### src/rtl/axi_burst_pkg.sv
// Shared definitions for the AXI-style burst master: default widths,
// FSM state encodings and response codes.
package axi_burst_pkg;

  localparam int DEF_ADDR_W = 8;
  localparam int DEF_DATA_W = 8;
  localparam int DEF_ID_W   = 4;
  localparam int DEF_LEN_W  = 4;
  localparam int DEF_RESP_W = 2;

  // Read engine states
  localparam logic [1:0] R_IDLE = 2'd0;
  localparam logic [1:0] R_ADDR = 2'd1;
  localparam logic [1:0] R_DATA = 2'd2;

  // Write engine states
  localparam logic [1:0] W_IDLE = 2'd0;
  localparam logic [1:0] W_ADDR = 2'd1;
  localparam logic [1:0] W_DATA = 2'd2;
  localparam logic [1:0] W_RESP = 2'd3;

  typedef enum logic [1:0] {
    OKAY   = 2'd0,
    EXOKAY = 2'd1,
    SLVERR = 2'd2,
    DECERR = 2'd3
  } resp_e;

endpackage

### src/rtl/axi_beat_counter.sv
// Beat counter for one burst: cleared on load, advanced on inc, and
// flags when the current beat index equals the burst length field.
module axi_beat_counter import axi_burst_pkg::*; #(
  parameter int LEN_W = DEF_LEN_W
) (
  input  logic             clk,
  input  logic             rst,
  input  logic             load,
  input  logic             inc,
  input  logic [LEN_W-1:0] len,
  output logic             is_last
);

  logic [LEN_W-1:0] count;

  // NOTE: clocked state uses non-blocking assignments so every flop samples pre-edge values.
  always_ff @(posedge clk or posedge rst) begin
    if (rst) begin
      count <= '0;
    end else if (load) begin
      count <= '0;
    end else if (inc) begin
      count <= count + 1'b1;
    end
  end

  assign is_last = (count == len);

endmodule

### src/rtl/axi_burst_master.sv
// AXI-style burst master with independent read (AR/R) and write (AW/W/B)
// engines, each accepting one command at a time from a simple user side.
module axi_burst_master import axi_burst_pkg::*; #(
  parameter int ADDR_W = DEF_ADDR_W,
  parameter int DATA_W = DEF_DATA_W,
  parameter int ID_W   = DEF_ID_W,
  parameter int LEN_W  = DEF_LEN_W,
  parameter int RESP_W = DEF_RESP_W,
  parameter int MAXB   = 2**LEN_W
) (
  input  logic                   clk,
  input  logic                   rst,
  // read command / beat return
  input  logic                   rd_cmd_valid,
  output logic                   rd_cmd_ready,
  input  logic [ADDR_W-1:0]      rd_cmd_addr,
  input  logic [LEN_W-1:0]       rd_cmd_len,
  input  logic [ID_W-1:0]        rd_cmd_id,
  output logic                   rd_beat_valid,
  output logic [DATA_W-1:0]      rd_beat_data,
  output logic [RESP_W-1:0]      rd_beat_resp,
  output logic                   rd_beat_last,
  output logic                   rd_err,
  // write command / completion
  input  logic                   wr_cmd_valid,
  output logic                   wr_cmd_ready,
  input  logic [ADDR_W-1:0]      wr_cmd_addr,
  input  logic [LEN_W-1:0]       wr_cmd_len,
  input  logic [ID_W-1:0]        wr_cmd_id,
  input  logic [MAXB*DATA_W-1:0] wr_cmd_data,
  output logic                   wr_done,
  output logic [RESP_W-1:0]      wr_done_resp,
  output logic                   wr_err,
  // AR / R
  output logic                   ARVALID,
  input  logic                   ARREADY,
  output logic [ADDR_W-1:0]      ARADDR,
  output logic [LEN_W-1:0]       ARLEN,
  output logic [ID_W-1:0]        ARID,
  input  logic                   RVALID,
  output logic                   RREADY,
  input  logic [DATA_W-1:0]      RDATA,
  input  logic [RESP_W-1:0]      RRESP,
  input  logic                   RLAST,
  input  logic [ID_W-1:0]        RID,
  // AW / W / B
  output logic                   AWVALID,
  input  logic                   AWREADY,
  output logic [ADDR_W-1:0]      AWADDR,
  output logic [LEN_W-1:0]       AWLEN,
  output logic [ID_W-1:0]        AWID,
  output logic                   WVALID,
  input  logic                   WREADY,
  output logic [DATA_W-1:0]      WDATA,
  output logic                   WLAST,
  input  logic                   BVALID,
  output logic                   BREADY,
  input  logic [RESP_W-1:0]      BRESP,
  input  logic [ID_W-1:0]        BID
);

  logic [1:0]             r_state, w_state;
  logic                   r_is_last, w_is_last;
  logic                   r_load, r_inc, r_beat_hs, r_end;
  logic                   w_load, w_inc;
  logic [MAXB*DATA_W-1:0] w_data_q;

  // ARLEN/ARID and AWLEN/AWID double as the latched command fields.
  assign r_beat_hs = (r_state == R_DATA) && RVALID && RREADY;
  assign r_end     = RLAST || r_is_last;
  assign r_load    = (r_state == R_IDLE) && rd_cmd_valid;
  assign r_inc     = r_beat_hs && !r_end;

  // Write counter holds the index of the next beat to load into WDATA.
  assign w_load = (w_state == W_IDLE) && wr_cmd_valid;
  assign w_inc  = !w_is_last &&
                  (((w_state == W_ADDR) && AWREADY) || ((w_state == W_DATA) && WREADY));

  axi_beat_counter #(.LEN_W(LEN_W)) u_rd_cnt (
    .clk(clk), .rst(rst), .load(r_load), .inc(r_inc), .len(ARLEN), .is_last(r_is_last)
  );

  axi_beat_counter #(.LEN_W(LEN_W)) u_wr_cnt (
    .clk(clk), .rst(rst), .load(w_load), .inc(w_inc), .len(AWLEN), .is_last(w_is_last)
  );

  always_ff @(posedge clk or posedge rst) begin
    if (rst) begin
      r_state       <= R_IDLE;
      rd_cmd_ready  <= 1'b1;
      ARVALID       <= 1'b0;
      ARADDR        <= '0;
      ARLEN         <= '0;
      ARID          <= '0;
      RREADY        <= 1'b0;
      rd_beat_valid <= 1'b0;
      rd_beat_data  <= '0;
      rd_beat_resp  <= '0;
      rd_beat_last  <= 1'b0;
      rd_err        <= 1'b0;
    end else begin
      rd_beat_valid <= 1'b0;
      case (r_state)
        R_IDLE: if (rd_cmd_valid) begin
          ARADDR       <= rd_cmd_addr;
          ARLEN        <= rd_cmd_len;
          ARID         <= rd_cmd_id;
          ARVALID      <= 1'b1;
          rd_err       <= 1'b0;
          rd_cmd_ready <= 1'b0;
          r_state      <= R_ADDR;
        end
        R_ADDR: if (ARREADY) begin
          ARVALID <= 1'b0;
          RREADY  <= 1'b1;
          r_state <= R_DATA;
        end
        R_DATA: if (r_beat_hs) begin
          rd_beat_valid <= 1'b1;
          rd_beat_data  <= RDATA;
          rd_beat_resp  <= RRESP;
          rd_beat_last  <= RLAST;
          if ((RLAST != r_is_last) || (RID != ARID)) rd_err <= 1'b1;
          if (r_end) begin
            RREADY       <= 1'b0;
            rd_cmd_ready <= 1'b1;
            r_state      <= R_IDLE;
          end
        end
        default: r_state <= R_IDLE;
      endcase
    end
  end

  always_ff @(posedge clk or posedge rst) begin
    if (rst) begin
      w_state      <= W_IDLE;
      wr_cmd_ready <= 1'b1;
      AWVALID      <= 1'b0;
      AWADDR       <= '0;
      AWLEN        <= '0;
      AWID         <= '0;
      WVALID       <= 1'b0;
      WDATA        <= '0;
      WLAST        <= 1'b0;
      BREADY       <= 1'b0;
      wr_done      <= 1'b0;
      wr_done_resp <= '0;
      wr_err       <= 1'b0;
      // NOTE: the beat store is ordinary flops, not a RAM, so it takes the reset like everything else.
      w_data_q     <= '0;
    end else begin
      wr_done <= 1'b0;
      case (w_state)
        W_IDLE: if (wr_cmd_valid) begin
          AWADDR       <= wr_cmd_addr;
          AWLEN        <= wr_cmd_len;
          AWID         <= wr_cmd_id;
          w_data_q     <= wr_cmd_data;
          AWVALID      <= 1'b1;
          wr_cmd_ready <= 1'b0;
          w_state      <= W_ADDR;
        end
        W_ADDR: if (AWREADY) begin
          AWVALID  <= 1'b0;
          WVALID   <= 1'b1;
          WDATA    <= w_data_q[DATA_W-1:0];
          w_data_q <= w_data_q >> DATA_W;
          WLAST    <= w_is_last;
          w_state  <= W_DATA;
        end
        W_DATA: if (WREADY) begin
          if (WLAST) begin
            WVALID  <= 1'b0;
            WLAST   <= 1'b0;
            BREADY  <= 1'b1;
            w_state <= W_RESP;
          end else begin
            WDATA    <= w_data_q[DATA_W-1:0];
            w_data_q <= w_data_q >> DATA_W;
            WLAST    <= w_is_last;
          end
        end
        W_RESP: if (BVALID) begin
          wr_done      <= 1'b1;
          wr_done_resp <= BRESP;
          wr_err       <= (BID != AWID);
          BREADY       <= 1'b0;
          wr_cmd_ready <= 1'b1;
          w_state      <= W_IDLE;
        end
        default: w_state <= W_IDLE;
      endcase
    end
  end

endmodule

### config.mk
export PLATFORM = sky130hd
export DESIGN_NAME = axi_burst_master
export DESIGN_NICKNAME = d
export VERILOG_FILES = /design/src/rtl/axi_burst_pkg.sv /design/src/rtl/axi_beat_counter.sv /design/src/rtl/axi_burst_master.sv
export SDC_FILE = /design/constraint.sdc
export NUM_CORES = 1
export LEC_CHECK = 0
export CORE_MARGIN = 2
export CORE_UTILIZATION = 45
export DETAILED_ROUTE_END_ITERATION = 10
export PLACE_DENSITY = 0.77
export SYNTH_ARGS = -nofsm -noshare
export SYNTH_HDL_FRONTEND = slang
export SYNTH_SLANG_ARGS = --single-unit
### constraint.sdc
create_clock -name clk -period 10.67 [get_ports clk]
set_clock_uncertainty 0.2 [all_clocks]
set_input_delay 2.134 -clock clk [delete_from_list [all_inputs] [get_ports clk]]
set_output_delay 2.134 -clock clk [all_outputs]
set_load 0.005 [all_outputs]
* After elaboration in Yosys (flattened, before gate mapping) *
Cells that the tools add are included.

cells by class
  add/sub/neg operators = 2
  equal/unequal tests = 21
  multiplexer cells = 60
  reductions and logical operators = 42

operators by type and width
  operator             count
  $mux 128             4
  $pmux 128 s3         1
  $reduce_and 4->1     7
  $mux 1               27
  $mux 8               3
  $ne 2x2->1 const B   10
  $mux 2               9
  $pmux 1 s2           9
  $reduce_bool 2->1    9
  $mux 4               4
  $pmux 8 s2           1
  $reduce_and 3->1     4
  $reduce_and 5->1     2
  $add 4x1->4 const B  2
  $eq 4x4->1           2
  $logic_and 1x1->1    8
  $ne 4x4->1           2
  $pmux 2 s4           1
  $reduce_and 2->1     4
  $eq 2x2->1 const B   3
  $pmux 2 s3           1
  $eq 2x1->1 const B   2
  $logic_not 2->1      2
  $logic_or 1x1->1     3
  other kinds (4)      5

word-level totals
  register bits = 205
  bits of input ports = 190
  output and inout bits = 65
  logic and storage cells = 153

* Depth between registers and ports, before layout *
Gate-level depths: netlist (run 1).

  word-level depth = 6
  gate-level depth with buffers = 9

* Modules after synthesis *
Synthesis (run 1) repeated with hierarchy kept, for this count alone.

second synthesis, totals
  cells, all modules = 704
  area total of the unflattened synthesis = 10035.9 µm²

modules (own cells, without submodules)
  module            instances  cells each  area each (µm²)  sequential area each (µm²)
  axi_burst_master  1          660         9560.4           4932.2
  axi_beat_counter  2          22          237.7            100.1

* Worst setup path after synthesis (run 1) *
OpenSTA, ideal clock, no wires.

  kind = input to register
  start point = input WREADY
  end point = register w_data_q[31]
  library setup time = 0.126 ns
  arrival = 3.155 ns
  setup slack = 7.189 ns
  stages = 5
  path through = nand2b_1 > a2111oi_4 > buf_4 > buf_4 > a21oi_1

on the way
  cells in the longest elaborated chain, start to end = 2

ends and longest elaborated chain
  what                        line                     source
  start: declaration          axi_burst_master.sv:53   input logic WREADY,
  $ne 2x2->1 (no line)        n/a
  $reduce_and 5->1 (no line)  n/a
  end signal: assignment      axi_burst_master.sv:159  w_data_q <= wr_cmd_data;
  end signal: assignment      axi_burst_master.sv:168  w_data_q <= w_data_q >> DATA_W;
  end signal: assignment      axi_burst_master.sv:180  w_data_q <= w_data_q >> DATA_W;
  end: declaration            axi_burst_master.sv:66   logic [MAXB*DATA_W-1:0] w_data_q;

Every way passes these cells.
A chain may end at the register's enable or synchronous reset.

* Worst setup path after layout (run 1) *
  start point = input WREADY
  end point = register w_data_q[58]

Same word-level chain as after synthesis.

==> impl_results.md, run 1 <==
- Status: completed
- RSZ-0062 raised after global routing: no
- Post-Syn Instances: 832
- Number of routed nets with antenna violations: 0
- Chip Width: 149 um
- Final min period: 5050 ps
- Routed len/inst: 16.3 um
- Critical Path RT: 10890 ps
- Initial DRC count: 309
- Post-synthesis cell area: 0.00944 mm^2
- Chip height: 149 um
- Met1 Track Usage GR: 27.2%
- Placed cell count: 1312
- Top Usage Layer GRT: met2
- Post-Syn Nets: 1030
- Count of different cell masters after synthesis: 40
- Ys flop type: dfrtp_1
- Post-synthesis async set-or-reset flop share: 100%
- HP Class: register to register
- Most frequent cells in the layout: 254 x clkdlybuf4s50_1, 203 x dfrtp_1, 129 x nor2_1, 121 x mux2i_1, 67 x a21oi_2
- Setup Buffers After CTS: 0
- Final cell count without fillers: 1349
- Initial antenna violation count: 0
- Setup crit start kind: input port
- Core Area: 0.0204 mm^2
- EDFF count, synth: 0
- Setup CP Type: input port to register
- Max_cap viols: 0
- Slew @ Worst Pin: 1130 ps
- Drt first pass iters: 4
- Largest net degree at the start of global routing: 131
- CTS tree: done
- Hpwl dp: 15100 um
- Gr ovfl total: 0
- NumNets Final: 1265
- Power Density: 341 mW/mm^2
- Family with the most delay on the worst path: buffers and inverters
- Routed WL: 21900 um
- Share of cells above drive strength 1: 14.2%
- Post-route setup slack: 5620 ps
- Cts repair resizes: 0
- CP Cell Sequence: clkdlybuf4s50_1 > nand2b_1 > a2111oi_4 > buf_4 > buf_4 > nor2_1 > a21oi_2
- Final setup viols: 0
- PortBufs: 254
- H-tree levels: 1
- Global routing usage on met3: 3.91%
- Drc violations: 0
- Routed vias/inst: 4.94
- Register area share after synthesis: 54.4%
- Setup crit end kind: register
- Peak Freq: 198 MHz
- P_leak: 5.46 nW
- Dpl ws: 5160 ps
- CTS Hold Buffers Added: 0
- First-pass GRT wire length: 34900 um
- GP Congestion: 0.772
- VDD IR max: 0.301 mV
- Starting Density: 46.2%
- Syn-to-layout area delta: 35.6%
- Die area: 0.0222 mm^2
- Max_slew headroom: 24.7%
- Slowest stage cell on the critical path: buf_4
- Worst-skew pair later-pin latency: 490 ps
- Gr usage total: 19.5%
- Met2 GRT Util: 31.7%
- Clk buf depth: 3
- Critical path data arrival time: 5270 ps
- CTS Buf Count: 23
- # diodes: 0
- Most common cell after layout, fill and taps aside: clkdlybuf4s50_1
- Bufs and invs on worst path: 3
- Most used cell, CP: buf_4
- Tcrit/Tclk final: 47.4%
- Final hold viol count: 0
- Clock sinks: 205
- Avg Synthesized Cell Area: 11.3 um^2
- Hold WS: 272 ps
- YS warnings: 0
- Crit-path max cell delay: 860 ps
- Max Fanout on Critical Path: 106
- DR vias: 6667
- CTS clk-pin slew, worst paths: 50 ps
- Final Max Tran Viols: 0
- Synthesized flop and latch total: 205
- Vias in the first global route: 6781
- Setup_tns: 0 ps
- Clk root buf: clkbuf_16
- Row cnt: 52
- # IOs: 255
[per-layer routing]
layer | wire length, um | vias up
met5 | 0 | -
met1 | 9880 | 3146
met4 | 409 | 0
li1 | - | 3323
met2 | 10300 | 166
met3 | 1310 | 32
[stage by stage]
stage	total power, W	utilization (%)	instance area (um^2)
finish	0.00436	62.7	12800
global route	0.00470	62.7	12800
CTS	0.00442	62.7	12800
detailed placement	0.00364	59.2	12100
global placement	0.00357	59.2	12100
floorplan	0.00309	-	9440
[flip-flops by register name, indices dropped and copies added, names as in the netlist, 4 cells and up]
| name | count |
|---|---|
| ARADDR | 8 |
| AWADDR | 8 |
| w_data_q | 128 |
| u_wr_cnt.count | 4 |
| u_rd_cnt.count | 4 |
| rd_beat_data | 8 |
| ARID | 4 |
| ARLEN | 4 |
| AWID | 4 |
| WDATA | 8 |
| AWLEN | 4 |
[worst register-to-register path, cell delays in order (launching register included)]
cell and delay, ps:
dfrtp_1 410, inv_1 160, ha_1 420, nor3_1 150
a2111oi_4 240, buf_4 860, buf_4 930, nor2_1 150
a21oi_2 140
[cells in the mapped netlist (all sizes together) (3+ instances only)]
cell    number  area [um^2]
dfrtp      203         5080
a21oi      132          912
nor2       129          484
mux2i      121         1210
nand2       46          173
mux2        43          484
buf         39          257
inv         19         71.3
o21ai       18         90.1
xnor2       12          105
clkbuf      11         41.3
ha           8          100
nand3b       8         60.1
xor2         8         70.1
nand3        5         25.0
nand2b       4         25.0
nor2b        3         18.8
[final timing paths]
path | start | endpoint | slack (ps) | cells past startpoint
max in group asynchronous | rst | w_data_q[29] | 6740 | 3
hold / removal | rd_beat_data[0] | rd_beat_data[0] | 270 | 2
setup reg to reg | w_state[0] | w_data_q[58] | 6930 | 8
hold reg to reg | rd_beat_data[0] | rd_beat_data[0] | 270 | 2
min in group asynchronous | rst | AWADDR[7] | 2020 | 2
setup / recovery | WREADY | w_data_q[58] | 5620 | 7
[cells by family (layout without fill, tap and decap cells)]
logic type / count (synthesis) / after routing / share of synthesized area (%)
and+or+nand+nor: 204 / 204 / 8.97
AOI/OAI and AO/OA: 162 / 162 / 11.9
buffers and inverters: 69 / 316 / 3.91
DFF: 205 / 205 / 54.4
adders and majority gates: 8 / 8 / 1.06
muxes: 164 / 164 / 18.0
xor gates and xnor gates: 20 / 20 / 1.86
[power breakdown]
part	switching (W)	internal [W]
Clock	0.000296	0.000463
Combinational	0.00114	0.00107
Sequential	0.000224	0.00117
Total	0.00166	0.00270
[area by class of cell]
type                       count  area (um^2)
tap                          270          338
multi-input combinational    558         3960
fill                        1643         7620
sequential                   205         5130
clock inverter                 3         65.1
inverter                      19         78.8
timing repair buffer         260         2590
clock buffer                  34          647
No activity file was read; power rests on OpenSTA's default activity.
==> inputs of run 2 (changes only) <==
--- a/config.mk
+++ b/config.mk
@@ -6,9 +6,9 @@
 export NUM_CORES = 1
 export LEC_CHECK = 0
 export CORE_MARGIN = 2
-export CORE_UTILIZATION = 45
+export CORE_UTILIZATION = 44
 export DETAILED_ROUTE_END_ITERATION = 10
-export PLACE_DENSITY = 0.77
+export PLACE_DENSITY = 0.79
 export SYNTH_ARGS = -nofsm -noshare
 export SYNTH_HDL_FRONTEND = slang
 export SYNTH_SLANG_ARGS = --single-unit
==> constraint.sdc (replaced) <==
create_clock -name clk -period 4.5 [get_ports clk]
set_clock_uncertainty 0.2 [all_clocks]
set_input_delay 0.9 -clock clk [delete_from_list [all_inputs] [get_ports clk]]
set_output_delay 0.9 -clock clk [all_outputs]
set_load 0.005 [all_outputs]
==> run 2 against run 1 <==
  * Die area increased by 2.2%
  * Non-clock buffer count increased by 4
  * Global-route usage decreased by 0.058 points
  * Sequential share of layout area decreased by 0.50 points
  * Critical path type unchanged
  * Worst setup slack got worse by 4000 ps
==> impl_results.md, run 2 (synthesis gave the netlist of run 1 again) <==
- Drt first pass iters: 4 (unchanged)
- Largest register FFs: 128 (unchanged)
- Hpwl dp: 15500 um (+2.7%)
- Initial antenna violation count: 1 (+1)
- GP Congestion: 0.762 (-1.4%)
- Logic gate share of total power: 50.2% (-0.4 points)
- # fillers: 1680 (+2.3%)
- Drc violations: 0 (unchanged)
- Gr ovfl total: 0 (unchanged)
- Routed WL: 22100 um (+0.66%)
- Chip Width: 150 um (+1.1%)
- Critical path data arrival time: 3140 ps (-2130 ps)
- Register share of total power: 31.6% (-0.4 points)
- Cts repair resizes: 0 (unchanged)
- CTS Buf Count: 23 (unchanged)
- Worst-skew pair later-pin latency: 500 ps (about the same)
- Share of cells above drive strength 1: 15.0% (+0.82 points)
- P_leak: 5.53 nW (+1.1%)
- Setup Buffers After CTS: 0 (unchanged)
- Most frequent cells in the layout: 254 x clkdlybuf4s50_1, 203 x dfrtp_1, 129 x nor2_1, 121 x mux2i_1, 67 x a21oi_2
- Vias in the first global route: 6952 (+2.5%)
- Setup crit end kind: register
- Largest net degree at the start of global routing: 117 (-11%)
- VDD IR max: 0.717 mV (+140%)
- Max Fanout on Critical Path: 116 (+9.4%)
- HP Class: register to register
- Sw frac: 37.9% (-0.089 points)
- Number of routed nets with antenna violations: 0 (unchanged)
- Clk root buf: clkbuf_16
- Hold Crit Start: rd_beat_data[6]
- Final setup viols: 0 (unchanged)
- Row cnt: 53 (+1.9%)
- Most common cell after layout, fill and taps aside: clkdlybuf4s50_1
- RSZ-0062 raised after global routing: no
- Max_cap viols: 0 (unchanged)
- Peak Freq: 342 MHz
- Slew @ Worst Pin: 853 ps (-277 ps)
- Finished Core Util: 61.7% (-1.0 points)
- H-tree levels: 1 (unchanged)
- Clock power frac: 18.2% (+0.8 points)
- Internal power: 0.00653 W (+140%)
- Die area: 0.0226 mm^2 (+2.2%)
- Clock sinks: 205 (unchanged)
- Biggest register: w_data_q
- Tcrit/Tclk final: 65.0%
- Final Max Tran Viols: 0 (unchanged)
- Core Area: 0.0210 mm^2 (+2.9%)
- Pwr Total: 0.0105 W (+140%)
- CTS tree: done
- Setup CP Type: input port to register
- CTS clk-pin slew, worst paths: 60 ps (about the same)
- Setup crit start kind: input port
- Final hold viol count: 0 (unchanged)
- Initial DRC count: 225 (-27%)
- Clk buf depth: 3 (unchanged)
- Setup_tns: 0 ps (unchanged)
- Status: completed
- Routed len/inst: 16.2 um (-0.45%)
- Crit. Startpoint: WREADY
- PortBufs: 254 (unchanged)
- Syn-to-layout area delta: 37.3%
- Chip height: 150 um (+1.1%)
- DR vias: 6827 (+2.4%)
- Switch Pwr: 0.00399 W (+140%)
- Critical Path RT: 4710 ps (-6180 ps)
- Final min period: 2930 ps
- Power Density: 812 mW/mm^2 (+140%)
- Max_slew headroom: 43.0% (+18 points)
- Gr usage total: 19.5% (-0.058 points)
- CTS Hold Buffers Added: 0 (unchanged)
- Routed vias/inst: 5.01 (+1.3%)
- Reg2Reg Launch Point: w_state[0]
- First-pass GRT wire length: 35300 um (+1.3%)
- Starting Density: 44.9% (-1.3 points)
- NumNets Final: 1269 (+0.32%)
- # IOs: 255 (unchanged)
[run 2: final timing paths]
path                       cells past startpoint               to  slack (ps)
hold / removal                                 2  rd_beat_data[6]         280
setup reg to reg                               8     w_data_q[90]        1690
max in group asynchronous                      3     rd_cmd_ready        2390
min in group asynchronous                      2         ARLEN[1]         720
setup / recovery                               7     w_data_q[90]        1570
hold reg to reg                                2  rd_beat_data[6]         280
[run 2: critical path, cell delays in order]
cell and delay, ps:
clkdlybuf4s50_1 540, nand2b_1 150, a2111oi_4 360, buf_4 390, buf_12 460, nor2_1 100, a21oi_1 150
[run 2: routing by layer]
layer / global-route usage [%] / wire (um)
met5: 0 / 8
met4: 4.86 / 434
met3: 4.73 / 1420
met2: 32.0 / 10700
met1: 26.0 / 9550
[run 2: layout make-up]
class                      instances  area, um^2  area share, %
sequential                       205        5130           39.6
multi-input combinational        558        3960           30.5
timing repair buffer             264        2680           20.7
clock buffer                      33         653           5.04
tap                              275         344           2.65
clock inverter                     8         120          0.926
inverter                          19        75.1          0.579
antenna                            2        5.00         0.0386
[run 2: power groups by stage]
stage	Sequential [W]	Clock, W	Combinational (W)
floorplan	0.00323	0	0.00409
global placement	0.00332	0	0.00521
CTS	0.00333	0.00196	0.00536
detailed placement	0.00335	0	0.00534
global route	0.00344	0.00204	0.00587
finish	0.00332	0.00192	0.00529
[run 2: per-stage QoR]
step                      setup slack [ps]  hold slack, ps  instance area, um^2  cells
after floorplan                        743             270                 9450    832
after global placement                1170             259                12200   1321
after detailed placement              1090             264                12200   1321
after CTS                             1600             284                13000   1362
after global routing                  1350             312                13000   1362
final                                 1570             282                13000   1364
==> edit, RTL diff (settings of run 2) <==
Register the output `wr_err` once more; this adds one clock of latency there. The other outputs are not delayed to match.
--- a/src/rtl/axi_burst_master.sv
+++ b/src/rtl/axi_burst_master.sv
@@ -60,4 +60,6 @@
 );
 
+  logic wr_err_s0;
+
   logic [1:0]             r_state, w_state;
   logic                   r_is_last, w_is_last;
@@ -147,5 +149,5 @@
       wr_done      <= 1'b0;
       wr_done_resp <= '0;
-      wr_err       <= 1'b0;
+      wr_err_s0    <= 1'b0;
       // NOTE: the beat store is ordinary flops, not a RAM, so it takes the reset like everything else.
       w_data_q     <= '0;
@@ -185,5 +187,5 @@
           wr_done      <= 1'b1;
           wr_done_resp <= BRESP;
-          wr_err       <= (BID != AWID);
+          wr_err_s0    <= (BID != AWID);
           BREADY       <= 1'b0;
           wr_cmd_ready <= 1'b1;
@@ -195,4 +197,8 @@
   end
 
+  always_ff @(posedge clk) begin
+    wr_err <= wr_err_s0;
+  end
+
 endmodule
 
Function: changed (a bounded check fails within 10 cycles, from zero or initial values and one cycle with rst high).
==> edit against run 2 <==
  * Wire length decreased by 0.19%
  * Setup slack improved by 0.030 ns
  * Synthesized area increased by 0.21%
  * Power increased by 0.40%
  * Global-route usage decreased by 0.37 points
  * Sequential share of layout area about the same
  * Sequential cell count increased by 1
  * Cell area increased by 0.33%
  * Critical endpoint is now w_data_q[17]$_DFFE_PP0P_
  * Largest power group unchanged
==> edit: results (changes against run 2) <==
[synthesis]
synth_seq_area_share_pct=54.5  ; was 54.4%
ys.flop_type=dfrtp_1  ; unchanged
ys_warn_count=0  ; unchanged
syn_nets=1031  ; was 1030
synthArstFlopShare_pct=99.5  ; was 100%
synthTopCellsByArea=dfrtp_1, mux2i_1, a21oi_2  ; unchanged
yosys.cell_types.count=41  ; was 40
synth_cells=833  ; was 832

[worst_setup_path]
critical_path.max_fanout=40  ; was 116
reg2reg_to=w_data_q[17]$_DFFE_PP0P_  ; was w_data_q[90]$_DFFE_PP0P_
worstRegToRegCells=7  ; was 8
cp-startpoint=WREADY  ; unchanged
regToRegSetupSlack_ns=1.68
critPathMaxStageDelay_ns=0.84  ; was 0.54 ns
cp.arrival_ns=3.13  ; was 3.14 ns
critPathKind=primary input to flip-flop  ; unchanged
cp_slowest_cell=a2111oi_4  ; was clkdlybuf4s50_1

[final_layout]
num-multi-input-gates=558  ; unchanged
area_growth_syn_to_layout_pct=37.5  ; was 37.3%
buf_share_pct=20.8  ; was 20.7%
seqCellArea_mm2=0.00515  ; was 0.00513 mm²
seq_cells=206  ; was 205
buffers=266  ; was 264
clk_share_pct=5.94  ; was 5.96%
layout-drive-gt1-share_pct=15.2  ; was 15.0%
inv_count=19  ; unchanged
multi_input_area_share_pct=30.4  ; was 30.5%
diodes=0  ; was 2
fillCellCount=1691  ; was 1680
nClkBuffers=38  ; was 33

[grt]
grt_max_degree=91  ; was 117
grt_util_all_layers_pct=19.1  ; was 19.5%
antenna_found_initial=0  ; was 1
grt_pass1_wl_um=34700  ; was 35300 µm
grt_pass1_vias=6929  ; was 6952

[timing]
period_share_pct=64.4  ; was 65.0%
tightest_slew_ns=0.863  ; was 0.853 ns
whs_ns=0.188  ; was 0.282 ns

[placed_design]
hpwl_um=15600  ; was 15500 µm
dp.cells=1324  ; was 1321
io_buffer_count=254  ; unchanged
dp_slack_ns=1.12  ; was 1.09 ns
dpl-instance-area_mm2=0.0122  ; about the same
gp_congestion=0.803  ; was 0.762

[power]
vdd_drop_max_uv=486  ; was 717 µV
p_leak_nw=5.55  ; was 5.53 nW

[route]
vias_per_cell=4.92  ; was 5.01
dr.pass1.iters=5  ; was 4
wl_per_cell_um=16.1  ; was 16.2 µm
vias=6727  ; was 6827
drt-initial-drc-count=278  ; was 225

[hold_path]
min_to=wr_err$_DFF_P_  ; was rd_beat_data[6]$_DFFE_PP0P_
hold_path_depth=0  ; was 2
hold_class=flip-flop to flip-flop  ; unchanged
hp-start=wr_err_s0$_DFFE_PP0P_  ; was rd_beat_data[6]$_DFFE_PP0P_

[clock_tree]
clk_path_buf_depth=3  ; unchanged
worstSkewPairLatency_ns=0.51
cts_resized=0  ; unchanged

[outcome]
status=finished clean  ; unchanged

edit: cell types whose count changed after synthesis, sizes merged:
cell          run 2  this run
dfxtp             0         1
edit: metal layers:
metal	vias up	wire length [µm]	global-route usage (%)
met5	-	0	0
met4	0	512	4.95
met3	38	1410	4.00
met2	189	10300	31.3
met1	3166	9760	25.9
li1	3334	-	-
edit: report_power, final:
group          total (mW)  internal, mW  switching, mW
Clock                1.89          1.15          0.741
Sequential           3.35          2.80          0.550
Combinational        5.34          2.61           2.72
edit: cells by family (layout without fill, tap and decap cells):
logic type                 count (synthesis)  after routing  synth area share (%)
and+or+nand+nor                          204            204                  8.95
adders and majority gates                  8              8                  1.06
buffers and inverters                     69            327                  3.90
xor gates and xnor gates                  20             20                  1.85
muxes                                    164            164                  17.9
DFF                                      206            206                  54.5
AOI/OAI and AO/OA                        162            162                  11.9
edit: critical path, delay by kind of cell:
family	cells	cell delay (ns)
buf+inv	2	1.03
compound gates	2	0.97
simple gates	2	0.23
